--- config.mk ---
export PLATFORM = sky130hd
export DESIGN_NAME = matrix_digit_loader
export DESIGN_NICKNAME = d
export VERILOG_FILES = /design/src/rtl/display_pkg.sv /design/src/rtl/bin2bcd_seq.sv /design/src/rtl/matrix_digit_loader.sv
export SDC_FILE = /design/constraint.sdc
export NUM_CORES = 1
export LEC_CHECK = 0
export BUFFER_PORTS_ARGS = -buffer_cell sky130_fd_sc_hd__buf_2
export CAP_MARGIN = 15
export CORE_UTILIZATION = 55
export DETAILED_ROUTE_END_ITERATION = 10
export GPL_ROUTABILITY_DRIVEN = 0
export GPL_TIMING_DRIVEN = 0
export PLACE_DENSITY_LB_ADDON = 0.15
export SLEW_MARGIN = 20
export SYNTH_ARGS = -nofsm -noshare
export SYNTH_HDL_FRONTEND = slang
export SYNTH_HIERARCHICAL = 1
export SYNTH_SLANG_ARGS = --single-unit
--- constraint.sdc ---
create_clock -name clk -period 9.9 [get_ports clk]
set_input_delay 1.485 -clock clk [delete_from_list [all_inputs] [get_ports clk]]
set_output_delay 1.485 -clock clk [all_outputs]
set_load 0.02 [all_outputs]
--- src/rtl/display_pkg.sv ---
// Shared sizing, FSM encoding and bank-slot helper for the 3x3 BCD digit
// display loader.
package display_pkg;

    localparam int N_ELEM   = 9;
    localparam int DATA_W   = 8;
    localparam int N_DIGITS = 3;
    localparam int BCD_W    = N_DIGITS * 4;
    localparam int BANK_W   = N_ELEM * BCD_W;
    localparam int WORK_W   = BCD_W + DATA_W;
    localparam int IDX_W    = 4;

    typedef enum logic [1:0] {
        IDLE,
        CONVERT,
        STORE,
        WAIT_VBLANK
    } state_t;

    function automatic int slot_lsb(input int k);
        return k * BCD_W;
    endfunction

endpackage

--- src/rtl/bin2bcd_seq.sv ---
// Iterative double-dabble: one add-3/shift step per clock, DATA_W steps
// per conversion; done is high during the final step.
module bin2bcd_seq
    import display_pkg::*;
(
    input  logic              clk,
    input  logic              reset,
    input  logic              start,
    input  logic [DATA_W-1:0] bin,
    output logic              busy,
    output logic              done,
    output logic [BCD_W-1:0]  bcd
);

    localparam logic [2:0] LAST_IT = 3'(DATA_W - 1);
    localparam logic [2:0] PREV_IT = 3'(DATA_W - 2);

    logic [WORK_W-1:0] work;
    logic [2:0]        cnt;

    function automatic logic [WORK_W-1:0] dd_step(input logic [WORK_W-1:0] w);
        logic [WORK_W-1:0] t;
        t = w;
        for (int i = 0; i < N_DIGITS; i++) begin
            if (t[DATA_W+4*i +: 4] >= 4'd5)
                t[DATA_W+4*i +: 4] = t[DATA_W+4*i +: 4] + 4'd3;
        end
        return {t[WORK_W-2:0], 1'b0};
    endfunction

    always_ff @(posedge clk or posedge reset) begin
        if (reset) begin
            work <= '0;
            cnt  <= '0;
            busy <= 1'b0;
            done <= 1'b0;
        end else if (start) begin
            work <= {{BCD_W{1'b0}}, bin};
            cnt  <= '0;
            busy <= 1'b1;
            done <= 1'b0;
        end else if (busy) begin
            work <= dd_step(work);
            cnt  <= cnt + 3'd1;
            done <= (cnt == PREV_IT);
            if (cnt == LAST_IT)
                busy <= 1'b0;
        end else begin
            done <= 1'b0;
        end
    end

    assign bcd = work[WORK_W-1:DATA_W];

endmodule

--- src/rtl/matrix_digit_loader.sv ---
// Loads a 9-element matrix into a shadow BCD bank and commits the whole
// frame to the displayed bank only during vertical blanking.
module matrix_digit_loader
    import display_pkg::*;
(
    input  logic              clk,
    input  logic              reset,
    input  logic              in_valid,
    input  logic [DATA_W-1:0] in_data,
    input  logic              in_last,
    output logic              in_ready,
    input  logic              vblank,
    output logic [BANK_W-1:0] bcd_out,
    output logic              frame_pending,
    output logic              commit_pulse,
    output logic              frame_err
);

    localparam logic [IDX_W-1:0] LAST_IDX = IDX_W'(N_ELEM - 1);

    state_t             state;
    logic [IDX_W-1:0]   idx;
    logic               last_q;
    logic               vblank_q;
    logic [BANK_W-1:0]  shadow;
    logic [BANK_W-1:0]  active;
    logic               conv_busy;
    logic               conv_done;
    logic [BCD_W-1:0]   conv_bcd;
    logic               accept;

    assign accept  = in_valid && in_ready && (state == IDLE) && !conv_busy;
    assign bcd_out = active;

    bin2bcd_seq u_conv (
        .clk   (clk),
        .reset (reset),
        .start (accept),
        .bin   (in_data),
        .busy  (conv_busy),
        .done  (conv_done),
        .bcd   (conv_bcd)
    );

    always_ff @(posedge clk or posedge reset) begin
        if (reset) begin
            state         <= IDLE;
            idx           <= '0;
            last_q        <= 1'b0;
            vblank_q      <= 1'b0;
            shadow        <= '0;
            active        <= '0;
            in_ready      <= 1'b1;
            frame_pending <= 1'b0;
            commit_pulse  <= 1'b0;
            frame_err     <= 1'b0;
        end else begin
            vblank_q     <= vblank;
            commit_pulse <= 1'b0;
            unique case (state)
                IDLE: begin
                    if (accept) begin
                        last_q   <= in_last;
                        in_ready <= 1'b0;
                        state    <= CONVERT;
                    end
                end
                CONVERT: begin
                    if (conv_done)
                        state <= STORE;
                end
                STORE: begin
                    shadow[slot_lsb(int'(idx)) +: BCD_W] <= conv_bcd;
                    if (idx == LAST_IDX) begin
                        idx           <= '0;
                        frame_pending <= 1'b1;
                        state         <= WAIT_VBLANK;
                        if (!last_q)
                            frame_err <= 1'b1;
                    end else if (last_q) begin
                        // short frame: discard it, keep showing the old one
                        frame_err <= 1'b1;
                        idx       <= '0;
                        shadow    <= '0;
                        in_ready  <= 1'b1;
                        state     <= IDLE;
                    end else begin
                        idx      <= idx + 1'b1;
                        in_ready <= 1'b1;
                        state    <= IDLE;
                    end
                end
                WAIT_VBLANK: begin
                    if (vblank_q) begin
                        active        <= shadow;
                        commit_pulse  <= 1'b1;
                        frame_pending <= 1'b0;
                        in_ready      <= 1'b1;
                        state         <= IDLE;
                    end
                end
                default: state <= IDLE;
            endcase
        end
    end

endmodule

==> out/qor.txt <==
Overall Global Routing Usage -> 27.9%
# IOs -> 125
DRC viols -> 0
wire length per cell -> 20.4 um
initial antenna violation count -> 0
Fin Setup TNS -> 0 ps
Slew headroom -> 28.5%
Root Driver -> clkbuf_16
Crit. End Element -> flip-flop
PD cells -> 239 nW/um2
Max Cap Violations -> 0
share of cells above drive strength 1 -> 26.6%
switch share -> 38.7%
initial core utilization -> 56.2%
Slew @ Worst Pin -> 1070 ps
outcome -> finished clean
Synth async-reset ratio -> 100%
Yosys warnings -> 6
post-synthesis cell count -> 1036
Max VDD drop -> 0.164 mV
Post-synth EDFFs -> 0
Startpoint Class -> flip-flop
Syn Std Cell Area -> 11800 um2
critical path required time -> 10340 ps
synthesis-stage register bit count -> 253
antenna-violating nets left -> 0
sequential power share -> 35.5%
Reg clk slew, reported paths -> 70 ps
sequential share of the synthesized area -> 53.6%
Reg area -> 6330 um2
Highest Clock Rate -> 206 MHz
worst hold path class -> flip-flop to flip-flop
CTS tree -> done
vias per cell -> 6.06
Die Area -> 22100 um2
Mean Syn Cell Area -> 11.4 um2
IO buf count -> 124
area of the multi-input gates -> 5060 um2
largest area contributor in the netlist -> dfrtp_1
Internal -> 2000 uW
post-CTS setup buffers -> 0
Sw Pwr -> 1260 uW
top_reg_cell synth -> dfrtp_1
final net count -> 1222
drt pass-1 iters -> 6
clk buf depth -> 3
clk_lat worst skew -> 540 ps
GRT overflow -> 0
CP Max Fanout -> 11
distinct cell type count of the synthesized netlist -> 73
die height -> 149 um
share of the synthesized area in the top cell type -> 53.4%
hold buffers post-CTS -> 0
critical path type -> flip-flop to flip-flop
Area growth, synth to finish -> 15.7%
hpwl dp -> 21.8 mm
detailed router's first-iteration violation count -> 692
fillers -> 1706
Final setup viols -> 0
# diodes -> 0
largest net degree at the start of global routing -> 89
vias in the first global route -> 8680
cts bufs inserted -> 26
Max H-tree Level -> 1
power share of the clock group -> 28.6%
unrepaired setup endpoints after global routing -> false
fin crit share -> 48.9%
row count -> 53
Syn Nets -> 1068
top post-synthesis cells by area -> dfrtp_1 53%, mux2_2 10%, o2bb2ai_1 4.3%
Slew Viols, Final -> 0
first-pass GRT wire length -> 47.8 mm
Combinational Power Share -> 36.0%
crit path time final -> 4840 ps
total number of vias -> 8988
Routed WL -> 30.2 mm
Final Hold Vio Count -> 0
Core Util, Final -> 65.0%
P_leak -> 0.00662 uW
core area -> 21000 um2
sinks on the clock net -> 253
Worst Skew -> 15.2 ps
CTS resizes -> 0
die width -> 149 um
Arr. time, crit path -> 5290 ps
==> per-layer routing <==
layer / vias to the layer above / track usage [%] / wire, um
met1: 4458 / 39.8 / 13400
met4: 0 / 9.69 / 978
met2: 334 / 43.7 / 13900
met5: - / 0 / 0
li1: 4114 / - / -
met3: 82 / 3.77 / 1990
==> cell families (layout without fill, tap and decap cells) <==
kind of cell | Yosys count | in the layout | share of synthesized area, %
AOI/OAI and AO/OA | 295 | 295 | 18.3
xor gates and xnor gates | 12 | 12 | 1.12
adders and majority gates | 19 | 19 | 2.08
buffers and inverters | 94 | 265 | 3.61
DFF | 253 | 253 | 53.6
muxes | 119 | 119 | 11.2
and+or+nand+nor | 244 | 244 | 10.2
==> cell type report <==
cell class	count	share of cell area (%)
Sequential cell	253	46.3
Clock buffer	35	5.45
Multi-Input combinational cell	689	37.0
Tap cell	275	2.52
Clock inverter	10	0.558
Inverter	31	0.906
Timing Repair Buffer	126	4.94
Buffer	63	2.27
==> layout by cell type (no fill, tap or decap), types with 6 or more instances in the layout <==
| cell | count |
|---|---|
| ha_1 | 18 |
| nand2_1 | 108 |
| mux2i_1 | 14 |
| clkbuf_1 | 32 |
| clkbuf_16 | 26 |
| a32o_1 | 6 |
| nand2b_1 | 17 |
| and3_1 | 6 |
| a22oi_1 | 16 |
| a21oi_1 | 47 |
| buf_2 | 132 |
| nor3b_1 | 6 |
| o22ai_1 | 22 |
| buf_4 | 15 |
| inv_1 | 26 |
| a21o_1 | 8 |
| nor3_1 | 15 |
| nor2_1 | 36 |
| xnor2_1 | 7 |
| dfrtp_1 | 252 |
| o2bb2ai_1 | 58 |
| clkbuf_8 | 6 |
| nor3_2 | 7 |
| and2_1 | 9 |
| o21ai_0 | 52 |
| buf_1 | 10 |
| mux2_2 | 105 |
| a221o_1 | 8 |
| a22o_1 | 32 |
| nand3_1 | 15 |
==> registers in the layout (all words and copies together), names as in the netlist, 2 cells and up <==
register	count
state	2
bcd_out	108
shadow	108
u_conv/cnt	3
u_conv/work	20
idx	4
==> power groups by stage <==
stage          Clock (uW)  Combinational [uW]  Sequential (uW)
5_1_grt               988                1260             1160
2_1_floorplan           0                 827             1160
3_3_place_gp            0                1110             1170
3_5_place_dp            0                1130             1170
4_1_cts               947                1140             1160
6_report              932                1170             1160
==> stage by stage <==
step | power, uW | area (um2) | hold slack, ps | setup WS, ps | instances
after floorplan | 1990 | 11800 | 451 | 2170 | 1036
after global placement | 2280 | 12800 | 439 | -134 | 1435
after detailed placement | 2300 | 12800 | 443 | 5300 | 1437
after CTS | 3240 | 13700 | 473 | 5260 | 1482
after global routing | 3420 | 13700 | 494 | 4730 | 1482
final | 3260 | 13700 | 467 | 5060 | 1482
==> cells in the mapped netlist, types with 9 or more instances <==
cell and instances:
dfrtp_1 252, nand2_1 108, mux2_2 105, o2bb2ai_1 58, o21ai_0 52, a21oi_1 47, nor2_1 36, a22o_1 32
clkbuf_1 29, inv_1 28, o22ai_1 22, ha_1 18, nand2b_1 17, a22oi_1 16, nor3_1 16, buf_4 15
nand3_1 15, mux2i_1 14, buf_1 10, and2_1 9
==> final timing paths <==
path	from	to	slack [ps]	cells past startpoint
worst max-delay path	idx[0]$_DFFE_PP0P_	shadow[46]$_DFFE_PP0P_	5060	13
max in group asynchronous	reset	bcd_out[95]$_DFFE_PP0P_	8140	3
worst min register to register	frame_err$_DFFE_PP0P_	frame_err$_DFFE_PP0P_	470	1
worst max register to register	idx[0]$_DFFE_PP0P_	shadow[46]$_DFFE_PP0P_	5060	13
min in group asynchronous	reset	state[0]$_DFFE_PP0P_	970	2
worst min-delay path	frame_err$_DFFE_PP0P_	frame_err$_DFFE_PP0P_	470	1
==> critical path: stages (launching register included) <==
cell       delay (ps)
dfrtp_1           430
clkbuf_1          360
clkinv_1          330
clkbuf_1          360
ha_1              380
clkbuf_1          220
nor3_1            440
nand2_1           110
a21oi_1           130
ha_1              240
nand3_1           410
nor3_2            820
nand2_1           260
o2bb2ai_1         240
No activity file was read; power rests on OpenSTA's default activity.
